### src/rtl/alu_muxes_if.sv
`default_nettype none
// ============================================================================
// Module   : alu_muxes_if
// Purpose  : Bundles the ID/EX operand fields, the forwarding controls and the
//            combinational/registered results of the execute-stage operand
//            selection block.
// Revision : 1.0  initial release
// ============================================================================
interface alu_muxes_if;
  // Control fields from ID/EX and forwarding unit
  logic        RegDst;
  logic [2:0]  Rt;
  logic [2:0]  Rd;
  logic        ALUSrc;
  logic [1:0]  ForwardA;
  logic [1:0]  ForwardB;
  logic        Stall;

  // Data sources
  logic [15:0] Mem_ALUOut;
  logic [15:0] WB_WriteData;
  logic [15:0] ReadData1;
  logic [15:0] ReadData2;
  logic [15:0] Imm;

  // Combinational results
  logic [2:0]  DestReg;
  logic [15:0] Operand1;
  logic [15:0] Operand2;
  logic [15:0] StoreData;

  // EX/MEM boundary copies
  logic [2:0]  DestReg_q;
  logic [15:0] Operand1_q;
  logic [15:0] Operand2_q;
  logic [15:0] StoreData_q;

  // Pipeline side: supplies operands and controls, consumes results
  modport master (
    output RegDst, Rt, Rd, ALUSrc, ForwardA, ForwardB, Stall,
    output Mem_ALUOut, WB_WriteData, ReadData1, ReadData2, Imm,
    input  DestReg, Operand1, Operand2, StoreData,
    input  DestReg_q, Operand1_q, Operand2_q, StoreData_q
  );

  // Operand selection block side
  modport slave (
    input  RegDst, Rt, Rd, ALUSrc, ForwardA, ForwardB, Stall,
    input  Mem_ALUOut, WB_WriteData, ReadData1, ReadData2, Imm,
    output DestReg, Operand1, Operand2, StoreData,
    output DestReg_q, Operand1_q, Operand2_q, StoreData_q
  );
endinterface
`default_nettype wire

### src/rtl/alu_muxes.sv
`default_nettype none
// ============================================================================
// Module   : alu_muxes
// Purpose  : Execute-stage operand selection: forwarding muxes for operands
//            A and B, ALUSrc immediate mux, Rt/Rd destination mux, plus a
//            stallable, synchronously reset registered copy of each result.
// Revision : 1.0  initial release
// ============================================================================
module alu_muxes (
  input  wire logic  clk,
  input  wire logic  rst,
  alu_muxes_if.slave bus
);

  localparam logic [1:0] c_FWD_WB  = 2'b01;
  localparam logic [1:0] c_FWD_MEM = 2'b10;

  logic [15:0] w_fwd_a;
  logic [15:0] w_fwd_b;
  logic [15:0] w_operand2;
  logic [2:0]  w_dest_reg;

  logic [2:0]  r_dest_reg;
  logic [15:0] r_operand1;
  logic [15:0] r_operand2;
  logic [15:0] r_store_data;

  // Operand A forwarding; the reserved code 11 falls back to the register file
  always_comb begin
    w_fwd_a = bus.ReadData1;
    case (bus.ForwardA)
      c_FWD_WB:  w_fwd_a = bus.WB_WriteData;
      c_FWD_MEM: w_fwd_a = bus.Mem_ALUOut;
      default:   w_fwd_a = bus.ReadData1;
    endcase
  end

  // Operand B forwarding; this value is also the store data
  always_comb begin
    w_fwd_b = bus.ReadData2;
    case (bus.ForwardB)
      c_FWD_WB:  w_fwd_b = bus.WB_WriteData;
      c_FWD_MEM: w_fwd_b = bus.Mem_ALUOut;
      default:   w_fwd_b = bus.ReadData2;
    endcase
  end

  // Immediate vs forwarded B, and Rd vs Rt destination selection
  always_comb begin
    w_operand2 = bus.ALUSrc ? bus.Imm : w_fwd_b;
    w_dest_reg = bus.RegDst ? bus.Rd  : bus.Rt;
  end

  // EX/MEM copies: reset clears regardless of Stall, Stall holds
  always_ff @(posedge clk) begin
    if (rst) begin
      r_dest_reg   <= 3'b000;
      r_operand1   <= 16'h0000;
      r_operand2   <= 16'h0000;
      r_store_data <= 16'h0000;
    end else if (!bus.Stall) begin
      r_dest_reg   <= w_dest_reg;
      r_operand1   <= w_fwd_a;
      r_operand2   <= w_operand2;
      r_store_data <= w_fwd_b;
    end
  end

  assign bus.DestReg     = w_dest_reg;
  assign bus.Operand1    = w_fwd_a;
  assign bus.Operand2    = w_operand2;
  assign bus.StoreData   = w_fwd_b;

  assign bus.DestReg_q   = r_dest_reg;
  assign bus.Operand1_q  = r_operand1;
  assign bus.Operand2_q  = r_operand2;
  assign bus.StoreData_q = r_store_data;

endmodule
`default_nettype wire

### src/flat_wrapper.sv
// flat-port wrapper written by rule: the top's interface ports become plain ports
module alu_muxes_flat 
  (clk, rst, bus_RegDst, bus_Rt, bus_Rd, bus_ALUSrc, bus_ForwardA, bus_ForwardB, bus_Stall, bus_Mem_ALUOut, bus_WB_WriteData, bus_ReadData1, bus_ReadData2, bus_Imm, bus_DestReg, bus_Operand1, bus_Operand2, bus_StoreData, bus_DestReg_q, bus_Operand1_q, bus_Operand2_q, bus_StoreData_q);
  alu_muxes_if bus_i ();
  input  wire logic clk;
  input  wire logic rst;
  input wire logic [$bits(bus_i.RegDst)-1:0] bus_RegDst;
  input wire logic [$bits(bus_i.Rt)-1:0] bus_Rt;
  input wire logic [$bits(bus_i.Rd)-1:0] bus_Rd;
  input wire logic [$bits(bus_i.ALUSrc)-1:0] bus_ALUSrc;
  input wire logic [$bits(bus_i.ForwardA)-1:0] bus_ForwardA;
  input wire logic [$bits(bus_i.ForwardB)-1:0] bus_ForwardB;
  input wire logic [$bits(bus_i.Stall)-1:0] bus_Stall;
  input wire logic [$bits(bus_i.Mem_ALUOut)-1:0] bus_Mem_ALUOut;
  input wire logic [$bits(bus_i.WB_WriteData)-1:0] bus_WB_WriteData;
  input wire logic [$bits(bus_i.ReadData1)-1:0] bus_ReadData1;
  input wire logic [$bits(bus_i.ReadData2)-1:0] bus_ReadData2;
  input wire logic [$bits(bus_i.Imm)-1:0] bus_Imm;
  output wire logic [$bits(bus_i.DestReg)-1:0] bus_DestReg;
  output wire logic [$bits(bus_i.Operand1)-1:0] bus_Operand1;
  output wire logic [$bits(bus_i.Operand2)-1:0] bus_Operand2;
  output wire logic [$bits(bus_i.StoreData)-1:0] bus_StoreData;
  output wire logic [$bits(bus_i.DestReg_q)-1:0] bus_DestReg_q;
  output wire logic [$bits(bus_i.Operand1_q)-1:0] bus_Operand1_q;
  output wire logic [$bits(bus_i.Operand2_q)-1:0] bus_Operand2_q;
  output wire logic [$bits(bus_i.StoreData_q)-1:0] bus_StoreData_q;
  assign bus_i.RegDst = bus_RegDst;
  assign bus_i.Rt = bus_Rt;
  assign bus_i.Rd = bus_Rd;
  assign bus_i.ALUSrc = bus_ALUSrc;
  assign bus_i.ForwardA = bus_ForwardA;
  assign bus_i.ForwardB = bus_ForwardB;
  assign bus_i.Stall = bus_Stall;
  assign bus_i.Mem_ALUOut = bus_Mem_ALUOut;
  assign bus_i.WB_WriteData = bus_WB_WriteData;
  assign bus_i.ReadData1 = bus_ReadData1;
  assign bus_i.ReadData2 = bus_ReadData2;
  assign bus_i.Imm = bus_Imm;
  assign bus_DestReg = bus_i.DestReg;
  assign bus_Operand1 = bus_i.Operand1;
  assign bus_Operand2 = bus_i.Operand2;
  assign bus_StoreData = bus_i.StoreData;
  assign bus_DestReg_q = bus_i.DestReg_q;
  assign bus_Operand1_q = bus_i.Operand1_q;
  assign bus_Operand2_q = bus_i.Operand2_q;
  assign bus_StoreData_q = bus_i.StoreData_q;
  alu_muxes u_core (.clk(clk), .rst(rst), .bus(bus_i));
endmodule
### config.mk
export PLATFORM = sky130hd
export DESIGN_NAME = alu_muxes_flat
export DESIGN_NICKNAME = d
export VERILOG_FILES = /design/src/rtl/alu_muxes_if.sv /design/src/rtl/alu_muxes.sv /design/src/flat_wrapper.sv
export SDC_FILE = /design/constraint.sdc
export NUM_CORES = 1
export LEC_CHECK = 0
export BUFFER_PORTS_ARGS = -buffer_cell sky130_fd_sc_hd__clkbuf_2
export CAP_MARGIN = 20
export CORE_UTILIZATION = 40
export DETAILED_ROUTE_END_ITERATION = 10
export HOLD_SLACK_MARGIN = 0.08
export PLACE_DENSITY_LB_ADDON = 0.15
export SYNTH_ARGS = -nofsm -noshare
export SYNTH_HDL_FRONTEND = slang
export SYNTH_SLANG_ARGS = --single-unit
### constraint.sdc
create_clock -name clk -period 1.91 [get_ports clk]
set_clock_uncertainty 0.05 [all_clocks]
set_input_delay 0.382 -clock clk [delete_from_list [all_inputs] [get_ports clk]]
set_output_delay 0.382 -clock clk [all_outputs]
set_load 0.01 [all_outputs]
==> reports/results.tsv, run 1 <==
stage	metric	value	unit
timing	final critical-path share of the clock period	109	%
logic_synthesis	leading area contributor after synthesis	dfxtp_1	
die	row count	31	
global_routing	gr usage total	26.7	%
setup_path	CP endpoint kind	output pin	
die	Initial Utilization	41.8	%
global_routing	largest net degree at the start of global routing	52	
power	Max VDD drop	0.388	mV
global_routing	vias in the first global route	3310	
clock_tree	clock root buffer	clkbuf_8	
global_routing	initial antenna violation count	0	
timing	Final Slew Violations	0	
timing	clock period minus worst slack	2.09	ns
detailed_routing	detailed-route via count	3858	
logic_synthesis	most frequent cell after synthesis	nand2_1	
setup_path	slowest stage cell, crit path	ha_4	
clock_tree	TritonCTS Sinks	51	
detailed_routing	initial DRC count	112	
timing	RSZ-0062 raised after global routing	yes	
clock_tree	Post-CTS Hold Fix Bufs	0	
setup_path	CP bufs+invs	4	
final_layout	Nets	709	
timing	# setup viols final	32	
placed_design	Placement Cell Area	4420	um^2
global_routing	global-route wire length before repair	16.4	mm
job	maxcap violations	0	
timing	Max Clock Freq	0.478	GHz
setup_path	delay-heaviest family, CP	buffers and inverters	
logic_synthesis	Cell Area, Synth	3060	um^2
global_routing	total grt overflow	0	
setup_path	r2r setup slk	1.10	ns
logic_synthesis	post-synth top area share	33.3	%
logic_synthesis	Mean Syn Cell Area	8.70	um^2
logic_synthesis	Yosys reg bits	51	
clock_tree	CTS clk-pin slew, worst paths	0.10	ns
setup_path	crit-path max cell delay	0.36	ns
clock_tree	TritonCTS Buffers	5	
setup_path	Worst Path Arrival	1.66	ns
power	Power Dens Cells	649	nW/um^2
detailed_routing	Vias/cell	5.43	
final_layout	P&R area growth vs syn	83.7	%
die	Core Area	7330	um^2
status	outcome	finished, violations left	
logic_synthesis	yosys warns	0	
setup_path	CP max FO	9	
die	I/O Pins	197	
timing	Slew headroom	56.3	%
final_layout	n_diodes	0	
power	Leakage	2.58	nW
setup_path	critical path data required time	1.48	ns
die	Die W	89.5	um
timing	worst setup margin	-0.181	ns
detailed_routing	DRC viols	0	
final_layout	number of fill cells	510	
logic_synthesis	asr flop ratio synth	0	%
setup_path	startpoint types	input port	
timing	final hold slack	0.345	ns
die	DIE AREA	8010	um^2
min_path	Hold Crit Class	in -> reg	
timing	Hold Violations, Final	0	
placed_design	Final HPWL DP	8.15	mm
clock_tree	H-tree depth	2	
logic_synthesis	Post-Synthesis Cells	352	
placed_design	I/O Buffers	196	
logic_synthesis	Synth cell types	26	
clock_tree	CTS tree	built	
setup_path	Critical Path, Cell by Cell	buf_8 -> inv_2 -> ha_4 -> clkbuf_16 -> a221oi_4 -> or2_4 -> o21ai_2 -> buf_2	
logic_synthesis	Net Count, Synth	451	
logic_synthesis	main flop type after synthesis	dfxtp_1	
logic_synthesis	commonest cells in the netlist	55 x nand2_1, 51 x dfxtp_1, 32 x nor2b_1	
logic_synthesis	EDFF count, synth	0	
logic_synthesis	register area share after synthesis	33.3	%
final_layout	Finished Cell Area	5620	um^2
detailed_routing	total wire length	12.2	mm
status	failing checks	setup timing	
final_layout	share of layout cells above drive strength 1	63.7	%
detailed_routing	DRT Pass-1 Iters	5	
timing	Slew @ Worst Pin	0.656	ns
final_layout	Final Util	76.7	%
clock_tree	clk buf depth	2	
logic_synthesis	top post-synthesis cells by area	dfxtp_1 33%, a221oi_2 7.4%, nand2_1 6.7%	
detailed_routing	post-DR wirelength/cell	17.3	um
placed_design	Placer Congestion	0.805	
setup_path	Crit Path Class	in -> out	
die	Die Y	89.5	um
detailed_routing	antenna-violating nets left	0	
clock_tree	clk_lat worst skew	0.30	ns
[tightest hold or removal path: stages]
cell and delay [ns]:
clkbuf_2 0.09, o22ai_1 0.12, a211oi_1 0.06
[power breakdown]
| group | internal (mW) | leakage, nW | switching (mW) | total [mW] |
|---|---|---|---|---|
| clock | 0.391 | 0.0581 | 0.397 | 0.788 |
| combinational | 0.854 | 2.10 | 0.804 | 1.66 |
| sequential | 1.15 | 0.422 | 0.0497 | 1.20 |
| total | 2.40 | 2.58 | 1.25 | 3.65 |
[stage by stage]
| step | power [mW] | TNS (ns) | worst slack [ns] | cells |
|---|---|---|---|---|
| after floorplan | 1.83 | 0 | 0.000172 | 352 |
| after global placement | 2.38 | -11.65 | -0.368 | 670 |
| after detailed placement | 2.40 | -13.21 | -0.419 | 671 |
| after CTS | 3.41 | -3.55 | -0.161 | 694 |
| after global routing | 3.81 | -5.16 | -0.246 | 710 |
| final | 3.65 | -3.45 | -0.181 | 710 |
[what timing repair did]
| item | CTS | global route |
|---|---|---|
| pin swaps | 29 | 29 |
| buffers inserted | 15 | 13 |
| cloned | 1 | 3 |
| resized for setup | 81 | 79 |
| endpoints found under the setup margin | 48 | 48 |
[flip-flops by register name, indices dropped and copies added, names as in the netlist]
register                count
u_core.bus.Operand2_q      16
u_core.bus.Operand1_q      16
u_core.bus.DestReg_q        3
u_core.bus.StoreData_q     16
[worst paths after layout]
| path | startpoint | end | cells past startpoint |
|---|---|---|---|
| min reg2reg | u_core.bus.DestReg_q[1] | u_core.bus.DestReg_q[1] | 2 |
| min | bus_Imm[6] | u_core.bus.Operand2_q[6] | 3 |
| max reg2reg | u_core.bus.Operand2_q[13] | u_core.bus.Operand2_q[13] | 2 |
| max | bus_ForwardB[0] | bus_Operand2[12] | 8 |
[layout by cell type, fill, tap and decap left out, types with 4 or more instances in the layout]
cell	netlist	final
buf_4	5	67
nor2_1	17	17
a211oi_2	5	5
clkbuf_2	2	174
buf_12	0	6
a211oi_1	10	10
or2_4	0	14
a221oi_4	0	30
dfxtp_1	51	51
nor2b_1	32	21
o22ai_1	15	15
o21ai_1	1	13
clkbuf_8	0	5
buf_6	5	23
buf_2	7	10
inv_1	21	8
ha_4	0	4
o32ai_2	10	10
inv_2	0	12
o32ai_1	22	22
nor2b_4	0	8
nand2_1	55	55
[cells by family (layout without fill, tap and decap cells)]
kind of cell             count (synthesis)  in the layout  share of synthesized area, %
flip-flops                              51             51                          33.3
adder cells (fa/ha/maj)                  4              4                          1.63
buffers and inverters                   57            316                          9.93
AND/OR/NAND/NOR                        122            122                          19.0
AO/OA/AOI/OAI                          115            115                          34.9
multiplexers                             3              3                          1.10
[layer usage]
metal	GRT usage [%]	share of wire [%]
met5	0	0
met4	6.78	1.7
met3	5.36	6.9
met2	47.0	50
met1	33.2	41
[layout make-up]
class,count,area (um^2),area share [%]
timing repair buffer,286,1940,34.4
tap,99,124,2.20
clock buffer,5,68.8,1.22
multi-input combinational,244,2340,41.7
clock inverter,3,43.8,0.779
inverter,22,85.1,1.51
sequential,51,1020,18.2
(Power assumes the default switching activity.)
==> run 2, diff against run 1 <==
--- a/config.mk
+++ b/config.mk
@@ -5,12 +5,13 @@
 export SDC_FILE = /design/constraint.sdc
 export NUM_CORES = 1
 export LEC_CHECK = 0
-export BUFFER_PORTS_ARGS = -buffer_cell sky130_fd_sc_hd__clkbuf_2
 export CAP_MARGIN = 20
 export CORE_UTILIZATION = 40
 export DETAILED_ROUTE_END_ITERATION = 10
+export DONT_BUFFER_PORTS = 1
 export HOLD_SLACK_MARGIN = 0.08
 export PLACE_DENSITY_LB_ADDON = 0.15
+export RECOVER_POWER = 25
 export SYNTH_ARGS = -nofsm -noshare
 export SYNTH_HDL_FRONTEND = slang
 export SYNTH_SLANG_ARGS = --single-unit
==> run 2 against run 1 <==
The flow still finishes with violations (setup timing). Via count down 26%. Global-route usage down 4.1 points. Sequential power up 4%. Final area down 31%. Largest power group is now registers. Highest routed layer unchanged.
==> reports/results.tsv, run 2 (synthesis gave the netlist of run 1 again) <==
stage	metric	value	unit
final_layout	area of the multi-input gates	2060	um^2
power	Power Dens Cells	771	nW/um^2
clock_tree	clk_lat worst skew	0.30	ns
placed_design	Placer Congestion	0.732	
status	outcome	finished, violations left	
clock_tree	clk buf depth	2	
timing	# setup viols final	4	
clock_tree	clock root buffer	clkbuf_8	
timing	final hold slack	0.101	ns
final_layout	Nets	474	
status	failing checks	setup timing	
setup_path	startpoint types	input port	
detailed_routing	DRT Pass-1 Iters	4	
global_routing	total grt overflow	0	
global_routing	global-route wire length before repair	13.6	mm
power	sw power	0.960	mW
die	I/O Pins	197	
timing	final critical-path share of the clock period	102	%
global_routing	vias in the first global route	2548	
power	Leakage	1.45	nW
setup_path	delay-heaviest family, CP	simple AND/OR/NAND/NOR gates	
die	Core Area	7330	um^2
die	Die Y	89.5	um
final_layout	share of layout cells above drive strength 1	37.0	%
clock_tree	CTS tree	built	
setup_path	Worst Path Arrival	1.52	ns
timing	clock period minus worst slack	1.95	ns
timing	RSZ-0062 raised after global routing	yes	
setup_path	slowest stage cell, crit path	or2_4	
timing	Slew @ Worst Pin	0.650	ns
timing	Hold Violations, Final	0	
job	maxcap violations	0	
placed_design	I/O Buffers	0	
die	Initial Utilization	41.8	%
clock_tree	TritonCTS Sinks	51	
placed_design	Final HPWL DP	7.21	mm
timing	worst setup margin	-0.0417	ns
die	DIE AREA	8010	um^2
power	Seq pwr share	42.2	%
detailed_routing	detailed-route via count	2842	
timing	Final Slew Violations	0	
power	Clk pwr share	27.2	%
final_layout	P&R area growth vs syn	25.9	%
setup_path	CP max FO	8	
global_routing	largest net degree at the start of global routing	41	
setup_path	r2r setup slk	1.04	ns
power	Tot Pwr	2.97	mW
setup_path	crit-path max cell delay	0.27	ns
global_routing	initial antenna violation count	0	
final_layout	number of fill cells	679	
detailed_routing	initial DRC count	123	
power	P_int	2.01	mW
global_routing	gr usage total	22.6	%
detailed_routing	Vias/cell	5.98	
min_path	Hold Crit Class	in -> reg	
final_layout	register area	1020	um^2
setup_path	CP bufs+invs	3	
setup_path	critical path data required time	1.48	ns
final_layout	n_diodes	0	
detailed_routing	antenna-violating nets left	0	
clock_tree	TritonCTS Buffers	5	
setup_path	CP endpoint kind	output pin	
clock_tree	CTS clk-pin slew, worst paths	0.10	ns
detailed_routing	total wire length	10.1	mm
die	Die W	89.5	um
timing	Max Clock Freq	0.512	GHz
clock_tree	H-tree depth	2	
power	Gate power share	30.6	%
setup_path	Critical Path, Cell by Cell	inv_8 -> ha_4 -> buf_12 -> buf_8 -> nor2b_4 -> or2_4 -> o21ai_4	
timing	Slew headroom	56.5	%
die	row count	31	
final_layout	leading cell type in the layout, fill and taps excluded	nand2_1	
detailed_routing	DRC viols	0	
final_layout	most frequent cells in the layout	55 x nand2_1, 51 x dfxtp_1, 41 x buf_4, 27 x nor2b_1, 24 x a221oi_2	
setup_path	Crit Path Class	in -> out	
detailed_routing	post-DR wirelength/cell	21.2	um
power	Sw Ratio	32.3	%
power	Max VDD drop	0.489	mV
[run 2: repair_timing]
item / 4_1_cts / 5_1_grt
buffers inserted: 0 / 6
hold buffers: 2 / 1
gates cloned: 0 / 0
pin swaps: 4 / 18
setup endpoints to repair: 33 / 30
resized for setup: 28 / 52
endpoints found under the hold margin: 13 / 3
[run 2: cell type report]
cell class,count,area share (%)
clock buffer,6,2.14
clock inverter,2,0.909
inverter,22,2.34
multi-input combinational,244,53.5
sequential,51,26.5
tap,99,3.21
timing repair buffer,51,11.4
[run 2: stage by stage]
stage	worst slack (ns)	instances	setup TNS (ns)	util [%]	area [um^2]
3_5_place_dp	-0.265	459	-5.12	45.0	3300
5_1_grt	-0.0531	475	-0.327	52.6	3850
2_1_floorplan	0.000172	352	0	-	3060
3_3_place_gp	-0.236	459	-4.90	45.0	3300
6_report	-0.0417	475	-0.108	52.6	3850
4_1_cts	0.0127	469	0	48.5	3550
[run 2: final timing paths]
kind	cells after the start	start	end
setup / recovery	7	bus_ForwardB[0]	bus_Operand2[13]
hold / removal	1	rst	u_core.bus.Operand2_q[14]
setup reg to reg	2	u_core.bus.Operand2_q[1]	u_core.bus.Operand2_q[1]
hold reg to reg	2	u_core.bus.DestReg_q[1]	u_core.bus.DestReg_q[1]
[run 2: worst reg2reg max path, delay by kind of cell (launching register included)]
family	cells	cell delay, ns
compound gates	2	0.33
flops	1	0.41
[run 2: layer usage]
layer  part of all wire (%)  track usage, %  up-vias
met5                      0               0        -
met4                   0.55            4.04        0
met3                    8.8            6.93        4
met2                     49            39.3      138
met1                     42            27.8     1363
li1                       -               -     1337
[run 2: power groups by stage]
stage	registers [mW]	clock network, mW	logic (mW)
after floorplan	1.26	0	0.575
after global placement	1.28	0	0.725
after detailed placement	1.28	0	0.735
after CTS	1.25	0.833	0.786
after global routing	1.27	0.872	0.984
final	1.25	0.808	0.910
==> run 3, diff against run 2 <==
--- a/config.mk
+++ b/config.mk
@@ -6,6 +6,8 @@
 export NUM_CORES = 1
 export LEC_CHECK = 0
 export CAP_MARGIN = 20
+export CELL_PAD_IN_SITES_DETAIL_PLACEMENT = 1
+export CELL_PAD_IN_SITES_GLOBAL_PLACEMENT = 1
 export CORE_UTILIZATION = 40
 export DETAILED_ROUTE_END_ITERATION = 10
 export DONT_BUFFER_PORTS = 1
==> run 3 against run 2 <==
The run still ends with setup timing left. Hold slack improved by 0.0065 ns. Critical path depth unchanged. Fmax increased by 1.8%. Highest routed layer unchanged.
==> reports/results.tsv, run 3 (synthesis gave the netlist of run 1 again) <==
stage	metric	value	unit
timing	Slew headroom	74.7	%
timing	# setup viols final	1	
detailed_routing	Vias/cell	6.02	
detailed_routing	total wire length	10.9	mm
die	row count	31	
detailed_routing	antenna-violating nets left	0	
global_routing	vias in the first global route	2777	
final_layout	P&R area growth vs syn	27.1	%
timing	Slew @ Worst Pin	0.379	ns
placed_design	Inst Count DP	464	
global_routing	initial antenna violation count	0	
clock_tree	CTS tree	built	
setup_path	critical path data required time	1.48	ns
final_layout	most frequent cells in the layout	55 x nand2_1, 51 x dfxtp_1, 44 x buf_4, 30 x nor2b_1, 24 x a221oi_2	
clock_tree	TritonCTS Sinks	51	
global_routing	gr usage total	25.5	%
detailed_routing	detailed-route via count	2884	
job	maxcap violations	0	
setup_path	FF-to-FF path depth	2	
clock_tree	clock root buffer	clkbuf_8	
power	Leakage	1.46	nW
final_layout	Final Util	53.1	%
status	failing checks	setup timing	
min_path	Hold Crit Class	in -> reg	
die	I/O Pins	197	
setup_path	RR Endpoint	u_core.bus.Operand2_q[3]	
global_routing	largest net degree at the start of global routing	53	
timing	clock period minus worst slack	1.92	ns
placed_design	I/O Buffers	0	
setup_path	Setup crit start	bus_ForwardB[0]	
timing	Hold Violations, Final	0	
setup_path	CP max FO	6	
final_layout	leading cell type in the layout, fill and taps excluded	nand2_1	
placed_design	Final HPWL DP	7.86	mm
setup_path	startpoint types	input port	
die	Die W	89.5	um
final_layout	n_diodes	0	
status	outcome	finished, violations left	
setup_path	CP endpoint kind	output pin	
clock_tree	clk buf depth	2	
clock_tree	TritonCTS Buffers	5	
setup_path	Worst Setup EP	bus_Operand2[6]	
final_layout	share of layout cells above drive strength 1	36.6	%
power	Power Dens Cells	726	nW/um^2
die	Core Area	7330	um^2
placed_design	Placer Congestion	0.859	
final_layout	Final Non-Filler Cells	479	
die	DIE AREA	8010	um^2
timing	worst setup margin	-0.00785	ns
timing	Max Clock Freq	0.521	GHz
global_routing	global-route wire length before repair	15.4	mm
detailed_routing	post-DR wirelength/cell	22.8	um
timing	Final TNS setup	-0.00785	ns
detailed_routing	DRT Pass-1 Iters	4	
die	Initial Utilization	41.8	%
setup_path	r2r setup slk	1.03	ns
timing	Final Slew Violations	0	
setup_path	Worst Path Arrival	1.49	ns
timing	final critical-path share of the clock period	100	%
setup_path	reg-to-reg critical path startpoint	u_core.bus.Operand2_q[3]	
global_routing	total grt overflow	0	
timing	RSZ-0062 raised after global routing	yes	
clock_tree	clk_lat worst skew	0.29	ns
clock_tree	CTS clk-pin slew, worst paths	0.09	ns
detailed_routing	DRC viols	0	
setup_path	Crit Path Class	in -> out	
final_layout	Nets	478	
die	Die Y	89.5	um
clock_tree	H-tree depth	2	
detailed_routing	initial DRC count	72	
power	Max VDD drop	0.345	mV
## run 3: cell types whose count changed in the layout (fill, tap and decap cells not counted), moves of 3 or more
cell | before | now
o21ai_4 | 7 | 10
nor2b_1 | 27 | 30
o21ai_2 | 8 | 5
buf_4 | 41 | 44
nor2_1 | 14 | 17
nor2_2 | 3 | 0
## run 3: repair_timing
action / in CTS / in global routing
hold buffers: 1 / 2
setup endpoints to repair: 30 / 33
pin swaps: 7 / 17
buffers inserted: 1 / 3
endpoints found under the hold margin: 1 / 5
resized for setup: 26 / 44
cloned: 1 / 1
## run 3: worst min path at each step
stage          cells after the start                    start  slack, ns                         to
2_1_floorplan                      2  u_core.bus.DestReg_q[0]       0.44    u_core.bus.DestReg_q[0]
3_3_place_gp                       1                      rst       0.40  u_core.bus.Operand2_q[13]
3_5_place_dp                       1                      rst       0.40  u_core.bus.Operand2_q[10]
4_1_cts                            1                      rst       0.08  u_core.bus.Operand2_q[11]
5_1_grt                            1                      rst       0.10   u_core.bus.Operand2_q[6]
6_report                           1                      rst       0.11    u_core.bus.DestReg_q[2]
## run 3: layout make-up
class | count | area [um^2]
well taps | 99 | 124
repair buffers | 55 | 524
flip-flops and latches | 51 | 1020
inverters | 22 | 90.1
clock buffers | 6 | 72.6
clock inverters | 2 | 12.5
fillers | 836 | 3440
multi-input cells | 244 | 2050
## run 3: where the power goes
part / switching (mW) / internal [mW] / total [mW]
registers: 0.105 / 1.15 / 1.26
clock network: 0.370 / 0.257 / 0.627
logic: 0.488 / 0.452 / 0.940
## run 3: critical path: stages
cell	delay [ns]
inv_8	0.01
ha_4	0.33
buf_12	0.15
a221oi_1	0.05
buf_4	0.15
or2_4	0.25
o21ai_4	0.16
## run 3: per-layer routing
metal  global-route usage (%)  part of all wire (%)
met4                     4.76                   1.1
met3                     7.76                   8.6
met1                     31.7                    41
met2                     44.0                    49
met5                        0                     0
## run 3: metrics by stage
stage / power [mW] / hold WS (ns) / instance area (um^2) / setup slack, ns
after global routing: 2.99 / 0.102 / 3890 / -0.0466
after floorplan: 1.83 / 0.436 / 3060 / 0.000172
after detailed placement: 2.05 / 0.404 / 3390 / -0.225
final: 2.82 / 0.108 / 3890 / -0.00785
after global placement: 2.03 / 0.403 / 3390 / -0.166
after CTS: 2.74 / 0.0811 / 3630 / -0.0557
